### config.mk
export PLATFORM = sky130hd
export DESIGN_NAME = muldiv_unit_e
export DESIGN_NICKNAME = d
export VERILOG_FILES = /design/src/rtl/riscv_pkg.sv /design/src/rtl/muldiv_datapath.sv /design/src/rtl/muldiv_unit_e.sv
export SDC_FILE = /design/constraint.sdc
export NUM_CORES = 1
export LEC_CHECK = 0
export CAP_MARGIN = 0
export CELL_PAD_IN_SITES_DETAIL_PLACEMENT = 2
export CELL_PAD_IN_SITES_GLOBAL_PLACEMENT = 2
export CORE_UTILIZATION = 30
export DETAILED_ROUTE_END_ITERATION = 8
export PLACE_DENSITY_LB_ADDON = 0.1
export SETUP_SLACK_MARGIN = 0.2
export SLEW_MARGIN = 20
export SYNTH_ARGS = -nofsm -noshare
export SYNTH_HDL_FRONTEND = slang
export SYNTH_HIERARCHICAL = 1
export SYNTH_SLANG_ARGS = --single-unit
### constraint.sdc
create_clock -name clk -period 5.2 [get_ports clk]
set_input_delay 0.52 -clock clk [delete_from_list [all_inputs] [get_ports clk]]
set_output_delay 0.52 -clock clk [all_outputs]
set_load 0.02 [all_outputs]
### src/rtl/riscv_pkg.sv
// ---------------------------------------------------------------------------
// riscv_pkg
// Shared definitions for the execute-stage M-extension unit:
//   - XLEN            : architectural register width
//   - AC_* codes      : arith_control values for the RV32M operations
//   - md_state_t      : multiply/divide sequencer states
//   - is_md_op()      : true when an arith_control code is an M-extension op
// ---------------------------------------------------------------------------
package riscv_pkg;

    localparam int XLEN = 32;

    localparam logic [4:0] AC_MUL    = 5'd16;
    localparam logic [4:0] AC_MULH   = 5'd17;
    localparam logic [4:0] AC_MULHSU = 5'd18;
    localparam logic [4:0] AC_MULHU  = 5'd19;
    localparam logic [4:0] AC_DIV    = 5'd20;
    localparam logic [4:0] AC_DIVU   = 5'd21;
    localparam logic [4:0] AC_REM    = 5'd22;
    localparam logic [4:0] AC_REMU   = 5'd23;

    typedef enum logic [1:0] {
        IDLE = 2'd0,
        CALC = 2'd1,
        FAST = 2'd2,
        DONE = 2'd3
    } md_state_t;

    function automatic logic is_md_op(input logic [4:0] code);
        return (code >= AC_MUL) && (code <= AC_REMU);
    endfunction

endpackage

### src/rtl/muldiv_datapath.sv
// ---------------------------------------------------------------------------
// muldiv_datapath
// Operand/accumulator registers for the iterative multiply/divide unit.
// Multiply is a radix-2 shift-add over {hi, lo}; divide is restoring
// division with hi = partial remainder and lo = dividend/quotient.
// Operands are held as magnitudes; signs are re-applied on the final step.
//
// Ports:
//   clk, reset   clock, asynchronous active-high reset
//   load         latch a new normal operation (magnitudes, sign flags)
//   fast_load    latch the special-case result (divide by zero / overflow)
//   step         perform one iteration
//   last         current step is the final one; capture the fixed-up result
//   commit       move the preloaded special-case result to result
//   op           arith_control code (sampled on load/fast_load)
//   src_a, src_b forwarded operands
//   result       registered result, held until the next capture
// ---------------------------------------------------------------------------
module muldiv_datapath #(
    parameter int XLEN = 32
) (
    input  logic            clk,
    input  logic            reset,
    input  logic            load,
    input  logic            fast_load,
    input  logic            step,
    input  logic            last,
    input  logic            commit,
    input  logic [4:0]      op,
    input  logic [XLEN-1:0] src_a,
    input  logic [XLEN-1:0] src_b,
    output logic [XLEN-1:0] result
);
    import riscv_pkg::*;

    logic [XLEN-1:0] hi, lo, mcand, result_q;
    logic            is_div_q, hi_word_q, want_rem_q, neg_q, neg_r;

    logic            op_is_div, sa_signed, sb_signed, sign_a, sign_b;
    logic [XLEN-1:0] mag_a, mag_b;
    logic [XLEN-1:0] hi_n, lo_n;
    logic [XLEN:0]   sum, shifted;
    logic [XLEN+1:0] diff;

    // Result for the cases that bypass iteration.
    function automatic logic [XLEN-1:0] special_result(input logic [4:0] code,
                                                       input logic [XLEN-1:0] a,
                                                       input logic [XLEN-1:0] b);
        logic quotient_op;
        quotient_op = (code == AC_DIV) || (code == AC_DIVU);
        if (b == '0)
            return quotient_op ? '1 : a;
        // Only signed overflow (-2^(XLEN-1) / -1) reaches here.
        return quotient_op ? {1'b1, {(XLEN-1){1'b0}}} : '0;
    endfunction

    // Re-apply operand signs and select the requested word.
    function automatic logic [XLEN-1:0] fix_result(input logic div_op,
                                                   input logic hi_word,
                                                   input logic want_rem,
                                                   input logic neg_main,
                                                   input logic neg_rem,
                                                   input logic [XLEN-1:0] h,
                                                   input logic [XLEN-1:0] l);
        logic [2*XLEN-1:0] prod;
        if (div_op) begin
            if (want_rem)
                return neg_rem ? -h : h;
            return neg_main ? -l : l;
        end
        prod = {h, l};
        if (neg_main)
            prod = -prod;
        return hi_word ? prod[2*XLEN-1:XLEN] : prod[XLEN-1:0];
    endfunction

    always_comb begin
        op_is_div = (op >= AC_DIV);
        sa_signed = (op == AC_MULH) || (op == AC_MULHSU) || (op == AC_DIV) || (op == AC_REM);
        sb_signed = (op == AC_MULH) || (op == AC_DIV) || (op == AC_REM);
        sign_a    = sa_signed && src_a[XLEN-1];
        sign_b    = sb_signed && src_b[XLEN-1];
        mag_a     = sign_a ? -src_a : src_a;
        mag_b     = sign_b ? -src_b : src_b;
    end

    // One iteration of either algorithm.
    always_comb begin
        sum     = {1'b0, hi} + ({1'b0, mcand} & {(XLEN+1){lo[0]}});
        shifted = {hi, lo[XLEN-1]};
        diff    = {1'b0, shifted} - {2'b00, mcand};
        hi_n    = hi;
        lo_n    = lo;
        if (is_div_q) begin
            // Keep the subtraction only when it did not go negative.
            if (!diff[XLEN+1]) begin
                hi_n = diff[XLEN-1:0];
                lo_n = {lo[XLEN-2:0], 1'b1};
            end else begin
                hi_n = shifted[XLEN-1:0];
                lo_n = {lo[XLEN-2:0], 1'b0};
            end
        end else begin
            hi_n = sum[XLEN:1];
            lo_n = {sum[0], lo[XLEN-1:1]};
        end
    end

    always_ff @(posedge clk or posedge reset) begin
        if (reset) begin
            hi         <= '0;
            lo         <= '0;
            mcand      <= '0;
            result_q   <= '0;
            is_div_q   <= 1'b0;
            hi_word_q  <= 1'b0;
            want_rem_q <= 1'b0;
            neg_q      <= 1'b0;
            neg_r      <= 1'b0;
        end else if (load) begin
            hi         <= '0;
            lo         <= op_is_div ? mag_a : mag_b;
            mcand      <= op_is_div ? mag_b : mag_a;
            is_div_q   <= op_is_div;
            hi_word_q  <= (op != AC_MUL);
            want_rem_q <= (op == AC_REM) || (op == AC_REMU);
            neg_q      <= sign_a ^ sign_b;
            neg_r      <= sign_a;
        end else if (fast_load) begin
            lo <= special_result(op, src_a, src_b);
        end else if (step) begin
            hi <= hi_n;
            lo <= lo_n;
            if (last)
                result_q <= fix_result(is_div_q, hi_word_q, want_rem_q, neg_q, neg_r, hi_n, lo_n);
        end else if (commit) begin
            result_q <= lo;
        end
    end

    assign result = result_q;

endmodule

### src/rtl/muldiv_unit_e.sv
// ---------------------------------------------------------------------------
// muldiv_unit_e
// Iterative RV32M multiply/divide unit in the execute stage. Normal ops take
// ITER iteration cycles; divide-by-zero and signed overflow finish in two.
// The pipeline is held with stall_md while the unit is busy; done_md pulses
// for one cycle with the result on result_md.
//
// Ports:
//   clk              pipeline clock
//   reset            asynchronous, active-high reset
//   start_e          E-stage instruction valid and is an M-extension op
//   arith_control_e  operation code
//   src_a_e, src_b_e forwarded rs1 / rs2 values
//   flush_e          squash the E-stage instruction
//   stall_md         hold F/D/E, bubble M (combinational)
//   done_md          result valid this cycle
//   result_md        mul/div result (held between operations)
// ---------------------------------------------------------------------------
module muldiv_unit_e #(
    parameter int XLEN = 32,
    parameter int ITER = 32
) (
    input  logic            clk,
    input  logic            reset,
    input  logic            start_e,
    input  logic [4:0]      arith_control_e,
    input  logic [XLEN-1:0] src_a_e,
    input  logic [XLEN-1:0] src_b_e,
    input  logic            flush_e,
    output logic            stall_md,
    output logic            done_md,
    output logic [XLEN-1:0] result_md
);
    import riscv_pkg::*;

    localparam int CW = (ITER > 1) ? $clog2(ITER) : 1;

    md_state_t       state, state_next;
    logic [CW-1:0]   count;
    logic            accept, is_div, signed_div, special, last_step;
    logic            dp_load, dp_fast, dp_step, dp_commit;

    assign is_div     = (arith_control_e >= AC_DIV);
    assign signed_div = (arith_control_e == AC_DIV) || (arith_control_e == AC_REM);
    assign special    = is_div && ((src_b_e == '0) ||
                        (signed_div && (src_a_e == {1'b1, {(XLEN-1){1'b0}}}) && (src_b_e == '1)));
    // Reset and flush both suppress acceptance so the outputs fall at once.
    assign accept     = (state == IDLE) && start_e && is_md_op(arith_control_e) &&
                        !flush_e && !reset;
    assign last_step  = (count == CW'(ITER - 1));

    always_ff @(posedge clk or posedge reset) begin
        if (reset) begin
            state <= IDLE;
            count <= '0;
        end else begin
            state <= state_next;
            if (accept)
                count <= '0;
            else if (state == CALC)
                count <= count + 1'b1;
        end
    end

    always_comb begin
        state_next = state;
        stall_md   = 1'b0;
        done_md    = 1'b0;
        dp_load    = 1'b0;
        dp_fast    = 1'b0;
        dp_step    = 1'b0;
        dp_commit  = 1'b0;
        case (state)
            IDLE: begin
                if (accept) begin
                    stall_md   = 1'b1;
                    dp_load    = !special;
                    dp_fast    = special;
                    state_next = special ? FAST : CALC;
                end
            end
            CALC: begin
                stall_md = 1'b1;
                dp_step  = 1'b1;
                if (last_step)
                    state_next = DONE;
            end
            FAST: begin
                stall_md   = 1'b1;
                dp_commit  = 1'b1;
                state_next = DONE;
            end
            DONE: begin
                // The finishing instruction is still in E; start_e is ignored.
                done_md    = 1'b1;
                state_next = IDLE;
            end
            default: state_next = IDLE;
        endcase
        if (flush_e) begin
            state_next = IDLE;
            stall_md   = 1'b0;
            done_md    = 1'b0;
            dp_step    = 1'b0;
            dp_commit  = 1'b0;
        end
    end

    muldiv_datapath #(
        .XLEN (XLEN)
    ) u_datapath (
        .clk       (clk),
        .reset     (reset),
        .load      (dp_load),
        .fast_load (dp_fast),
        .step      (dp_step),
        .last      (last_step),
        .commit    (dp_commit),
        .op        (arith_control_e),
        .src_a     (src_a_e),
        .src_b     (src_b_e),
        .result    (result_md)
    );

endmodule

==> results of run 1 <==
[state kept, by name, indices dropped and copies added (netlist names)]
name	cells
u_datapath/is_div_q	1
state	2
u_datapath/lo	32
u_datapath/hi_word_q	1
u_datapath/neg_q	1
count	5
u_datapath/mcand	32
u_datapath/neg_r	1
u_datapath/hi	32
u_datapath/want_rem_q	1
u_datapath/result	32
[power groups by stage]
stage               clock, mW  combinational (mW)  sequential [mW]
floorplan                   0                7.07             1.95
global placement            0                12.1             2.17
detailed placement          0                12.3             2.20
CTS                      1.37                12.5             2.18
global route             1.40                13.6             2.25
finish                   1.34                12.9             2.20
[worst max-delay path, stage by stage (launching register included)]
cell	delay [ns]
dfrtp_1	0.43
and2_1	0.21
ha_1	0.25
fa_2	0.39
a21o_1	0.21
a31o_2	0.28
a21oi_1	0.20
a21oi_1	0.10
mux2_2	0.30
a311o_2	0.41
buf_4	0.19
nor4_2	0.32
buf_4	0.18
nand3_2	0.10
or3_1	0.50
o31ai_2	0.27
xor2_1	0.09
a221oi_1	0.30
a21oi_1	0.10
[cell families (layout without fill, tap and decap cells)]
logic type | after synthesis | after routing | share of synthesized area
compound gates | 790 | 790 | 0.308
flops | 140 | 140 | 0.211
other cells | 0 | 1 | 0
xor+xnor | 176 | 176 | 0.0926
mux | 54 | 54 | 0.0332
fa+ha+maj | 78 | 78 | 0.0596
simple gates | 803 | 803 | 0.238
buf+inv | 201 | 406 | 0.0578
[routing by layer]
| layer | GRT usage | vias to the layer above | routed length, um |
|---|---|---|---|
| met4 | 0.151 | 0 | 4420 |
| met5 | 0 | - | 0 |
| met2 | 0.544 | 569 | 43500 |
| met1 | 0.457 | 9895 | 43400 |
| met3 | 0.0510 | 125 | 4700 |
| li1 | - | 8670 | - |
[final cells by class]
cell class                 instances  area [um^2]
timing repair buffer             306         2590
antenna                            1         2.50
clock inverter                    15          174
inverter                          68          260
tap                              739          925
clock buffer                      17          425
multi-input combinational       1901        12500
sequential                       140         3510
fill                            6334        33900
[per-stage QoR]
stage / instance area [um^2] / std cells / hold slack [ns]
final: 20400 / 3187 / 0.431
after detailed placement: 19400 / 3147 / 0.478
after CTS: 20100 / 3181 / 0.412
after global routing: 20400 / 3186 / 0.450
after floorplan: 16700 / 2242 / 0.323
after global placement: 19400 / 3147 / 0.462
[cells in the mapped netlist (39+ instances only)]
cell,n,area share
a21oi_1,219,0.066
and2_1,42,0.016
clkbuf_1,92,0.021
dfrtp_1,140,0.21
ha_1,76,0.057
inv_1,65,0.015
mux2i_1,46,0.028
nand2_1,209,0.047
nand3_1,42,0.013
nor2_1,245,0.055
nor3_1,63,0.019
nor4_1,39,0.015
o21ai_0,211,0.063
xnor2_1,92,0.048
xor2_1,84,0.044
[final timing paths]
| kind | startpoint | to |
|---|---|---|
| min in group clk | u_datapath/result[4] | u_datapath/result[4] |
| max in group asynchronous | reset | u_datapath/mcand[30] |
| worst max-delay path | u_datapath/mcand[0] | u_datapath/result[28] |
| worst min register to register | u_datapath/result[4] | u_datapath/result[4] |
| worst max register to register | u_datapath/mcand[0] | u_datapath/result[28] |
| worst min-delay path | reset | state[0] |
[what timing repair did]
| item | in CTS | in global routing |
|---|---|---|
| gates resized for setup | 16 | 56 |
| hold endpoints to repair | 0 | 0 |
| pin swaps | 3 | 10 |
| buffers inserted | 2 | 5 |
| endpoints found under the setup margin | 17 | 22 |
==> flow_summary.ini, run 1 <==
[yosys]
synth_ff_type = dfrtp_1
ys_ff_latch = 140
synth_edf_count = 0
synthesis.instances = 2242
synth_cell_types = 114
syn_nets = 2393
yosysWarnings = 6
yosysSeqAreaShare = 0.211
async_reset_ff_frac = 1.00
postSynthAreaPerCell_um2 = 7.42
syn_area_um2 = 16600

[cells_and_area]
fin_util = 0.376
syn_to_final_growth_pct = 22.8
fin_nets = 2585
layout_common_cells = 244 x nor2_1, 212 x a21oi_1, 205 x o21ai_0
mostFrequentLayoutCell = nor2_1
drive_gt1_frac = 0.148

[timing]
relSlewSlack = 0.312
tns_ns = 0
fmax_mhz = 202
fin_crit_sh = 0.950
rsz0062_at_grt = no
hold_viol = 0
finClkSkew_ns = 0.0212
max_slew.worst_pin.slew_ns = 1.03
setup_viol = 0
drv_slew = 0
fin_crit_ns = 4.94
worst_slack_ns = 0.259

[power_and_ir_drop]
p_int_mw = 6.85
p_leak_nw = 8.11
ir_drop_v = 0.000303
p_per_area_nw_per_um2 = 807
combPwrFrac = 0.785
seq_power_share = 0.133
p_clk_frac = 0.082
p_total_mw = 16.5
netSwitchingFraction = 0.585
switching_power_mw = 9.64

[grt]
grt_max_degree = 79
grt_pass1_wl_mm = 141
grtUsageTotal = 0.342
antenna_found_initial = 4
grt_pass1_vias = 20200
overflow = 0

[floorplan]
fp.dieH_um = 238
die_w_um = 238
initial_core_util = 0.306
boundaryPins = 107
die-area_um2 = 56400
coreArea_um2 = 54300
rows = 85

[clock_network]
clk_path_buf_depth = 2
clk_latency_ns = 0.51
htreeDepth = 4
clock-sinks = 140
numCtsBuffers = 17
clkTransAtPathRegs_ns = 0.08
cts_tree = built
postCtsHoldBufs = 0
root_buffer = clkbuf_16

[drt]
drt-initial-drc-count = 1447
vias = 19300
viasPerCell = 6.04
dr.pass1.iters = 5
routed_wirelength_mm = 96.1
ant_nets = 0
drc_errors = 0
wl_per_cell_um = 30.1

[min_path]
min_path_type = in2async

[critical_path]
critPathMaxFanout = 3
path_class = reg2reg
critPathArrivalTime_ns = 5.32
cp-end-kind = register
reg2reg_depth = 18
worstPathRequired_ns = 5.58
critPathLaunchType = register
r2r_slack_ns = 0.26

[placement]
io_buffers = 106
dp_slack_ns = -0.0827
gp_congestion = 0.996
dpl.hpwl_mm = 77.8

[outcome]
run_status = finished clean

[run]
cap_violations = 0
No activity file was read; power rests on OpenSTA's default activity.
==> run 2: changes to the inputs <==
==> constraint.sdc (replaced) <==
create_clock -name clk -period 5.9 [get_ports clk]
set_input_delay 0.59 -clock clk [delete_from_list [all_inputs] [get_ports clk]]
set_output_delay 0.59 -clock clk [all_outputs]
set_load 0.02 [all_outputs]
==> run 2 against run 1 <==
Effect of this change:
- clock power about the same
- via count down 1.9%
- final cell count down 3.3%
- clock skew down 0.0058 ns
- worst hold slack better by 0.049 ns
- power down 18%
- fmax down 9.9%
- register-to-register slack better by 0.15 ns
- design area down 5.0%
- sequential share of layout area up 0.89 points
- critical path depth down 2
==> flow_summary.ini, run 2 (synthesized netlist as in run 1, its figures left out) <==
[clock_network]
htreeDepth = 4
root_buffer = clkbuf_16
clock-sinks = 140
clk_latency_ns = 0.50
clkTransAtPathRegs_ns = 0.07
postCtsHoldBufs = 0
clk_path_buf_depth = 2
numCtsBuffers = 17
cts_tree = built

[timing]
finClkSkew_ns = 0.0154
setup_viol = 0
rsz0062_at_grt = yes
hold_viol = 0
fin_crit_sh = 0.930
fin_crit_ns = 5.49
drv_slew = 0
relSlewSlack = 0.265
fmax_mhz = 182
max_slew.worst_pin.slew_ns = 1.10
timing.hold.ws_ns = 0.480
tns_ns = 0

[critical_path]
slowest_stage = dfrtp_1
max_stage_delay_ns = 0.56
reg2reg_depth = 16
cp-end-kind = register
path_class = reg2reg
crit_chain = and2_1 > ha_1 > fa_1 > a21o_1 > a31o_2 > a21oi_1 > a21oi_1 > mux2_2 > a311o_1 > nor4_2 > nand4bb_1 > or2_0 > buf_4 > o41ai_1 > xor2_1 > a311oi_1
critPathArrivalTime_ns = 5.88
cpMostUsedCell = a21oi_1
cp.depth = 16
path_delay_family = compound AO/OA/AOI/OAI gates
critPathMaxFanout = 12
worstPathRequired_ns = 6.29
path_buf_inv = 1
critPathLaunchType = register

[placement]
dpl.cell_count = 3044
io_buffers = 106
dpl_cell_area_um2 = 18700
gp_congestion = 0.946
dpl.hpwl_mm = 73.2

[grt]
overflow = 0
antenna_found_initial = 3
grtUsageTotal = 0.324
grt_pass1_vias = 19800
grt_pass1_wl_mm = 135
grt_max_degree = 60

[power_and_ir_drop]
ir_drop_v = 0.000250
p_per_area_nw_per_um2 = 693
p_leak_nw = 7.55

[drt]
ant_nets = 0
dr.pass1.iters = 5
routed_wirelength_mm = 90.8
drt-initial-drc-count = 1366
drc_errors = 0
wl_per_cell_um = 29.5
vias = 18900
viasPerCell = 6.13

[floorplan]
die_w_um = 238
rows = 85
die-area_um2 = 56400
boundaryPins = 107
initial_core_util = 0.306
coreArea_um2 = 54300
fp.dieH_um = 238

[cells_and_area]
final_cell_area_um2 = 19400
instances_no_fill = 3082
layout_common_cells = 245 x nor2_1, 216 x a21oi_1, 211 x o21ai_0
drive_gt1_frac = 0.0890
mostFrequentLayoutCell = nor2_1
syn_to_final_growth_pct = 16.6
fin_nets = 2475

[run]
cap_violations = 0

[outcome]
run_status = finished clean

[min_path]
min_path_type = reg2reg
hold_depth = 2
run 2: cell types whose count changed in the layout (fill, tap and decap cells not counted), sizes merged:
cell	before	now
inv	74	68
diode	1	6
bufinv	1	6
buf	200	90
clkinv	7	8
clkbuf	17	18
clkinvlp	1	0
run 2: worst paths after layout:
check	start	endpoint	slack, ns
setup / recovery	u_datapath/lo[0]	u_datapath/result[29]	0.41
hold / removal	u_datapath/result[13]	u_datapath/result[13]	0.48
setup reg to reg	u_datapath/lo[0]	u_datapath/result[29]	0.41
hold reg to reg	u_datapath/result[13]	u_datapath/result[13]	0.48
max in group asynchronous	reset	u_datapath/hi[29]	4.10
min in group asynchronous	reset	state[1]	0.49
run 2: area by class of cell:
cell class              instances  area [um^2]
repair buffers                196         1760
flip-flops and latches        140         3510
clock buffers                  18          439
multi-input cells            1901        12300
inverters                      68          260
diodes                          6         15.0
fillers                      6382        34900
well taps                     739          925
clock inverters                14          239
run 2: worst min-delay path: cells and delay by family (launching register included):
kind,cells,cell delay (ns)
flops,1,0.34
simple gates,2,0.10
run 2: metal layers:
layer | vias up | track usage | part of all wire
met1 | 9718 | 0.429 | 0.45
met3 | 128 | 0.0365 | 0.046
met4 | 0 | 0.175 | 0.054
li1 | 8471 | - | -
met2 | 581 | 0.515 | 0.45
met5 | - | 0 | 0
run 2: repair_timing:
action | CTS | global route
resized for setup | 1 | 10
endpoints found under the setup margin | 2 | 11
setup buffers | 0 | 0
run 2: where the power goes:
part,internal (mW),switching (mW)
sequential,1.34,0.645
clock,0.805,0.519
combinational,3.46,6.67
run 2: stage by stage:
step	util	total power, mW	setup slack (ns)
2_1_floorplan	-	7.95	0.777
6_report	0.357	13.4	0.414
3_5_place_dp	0.343	11.9	0.169
3_3_place_gp	0.343	11.7	0.327
5_1_grt	0.357	14.1	0.160
4_1_cts	0.356	13.3	0.371
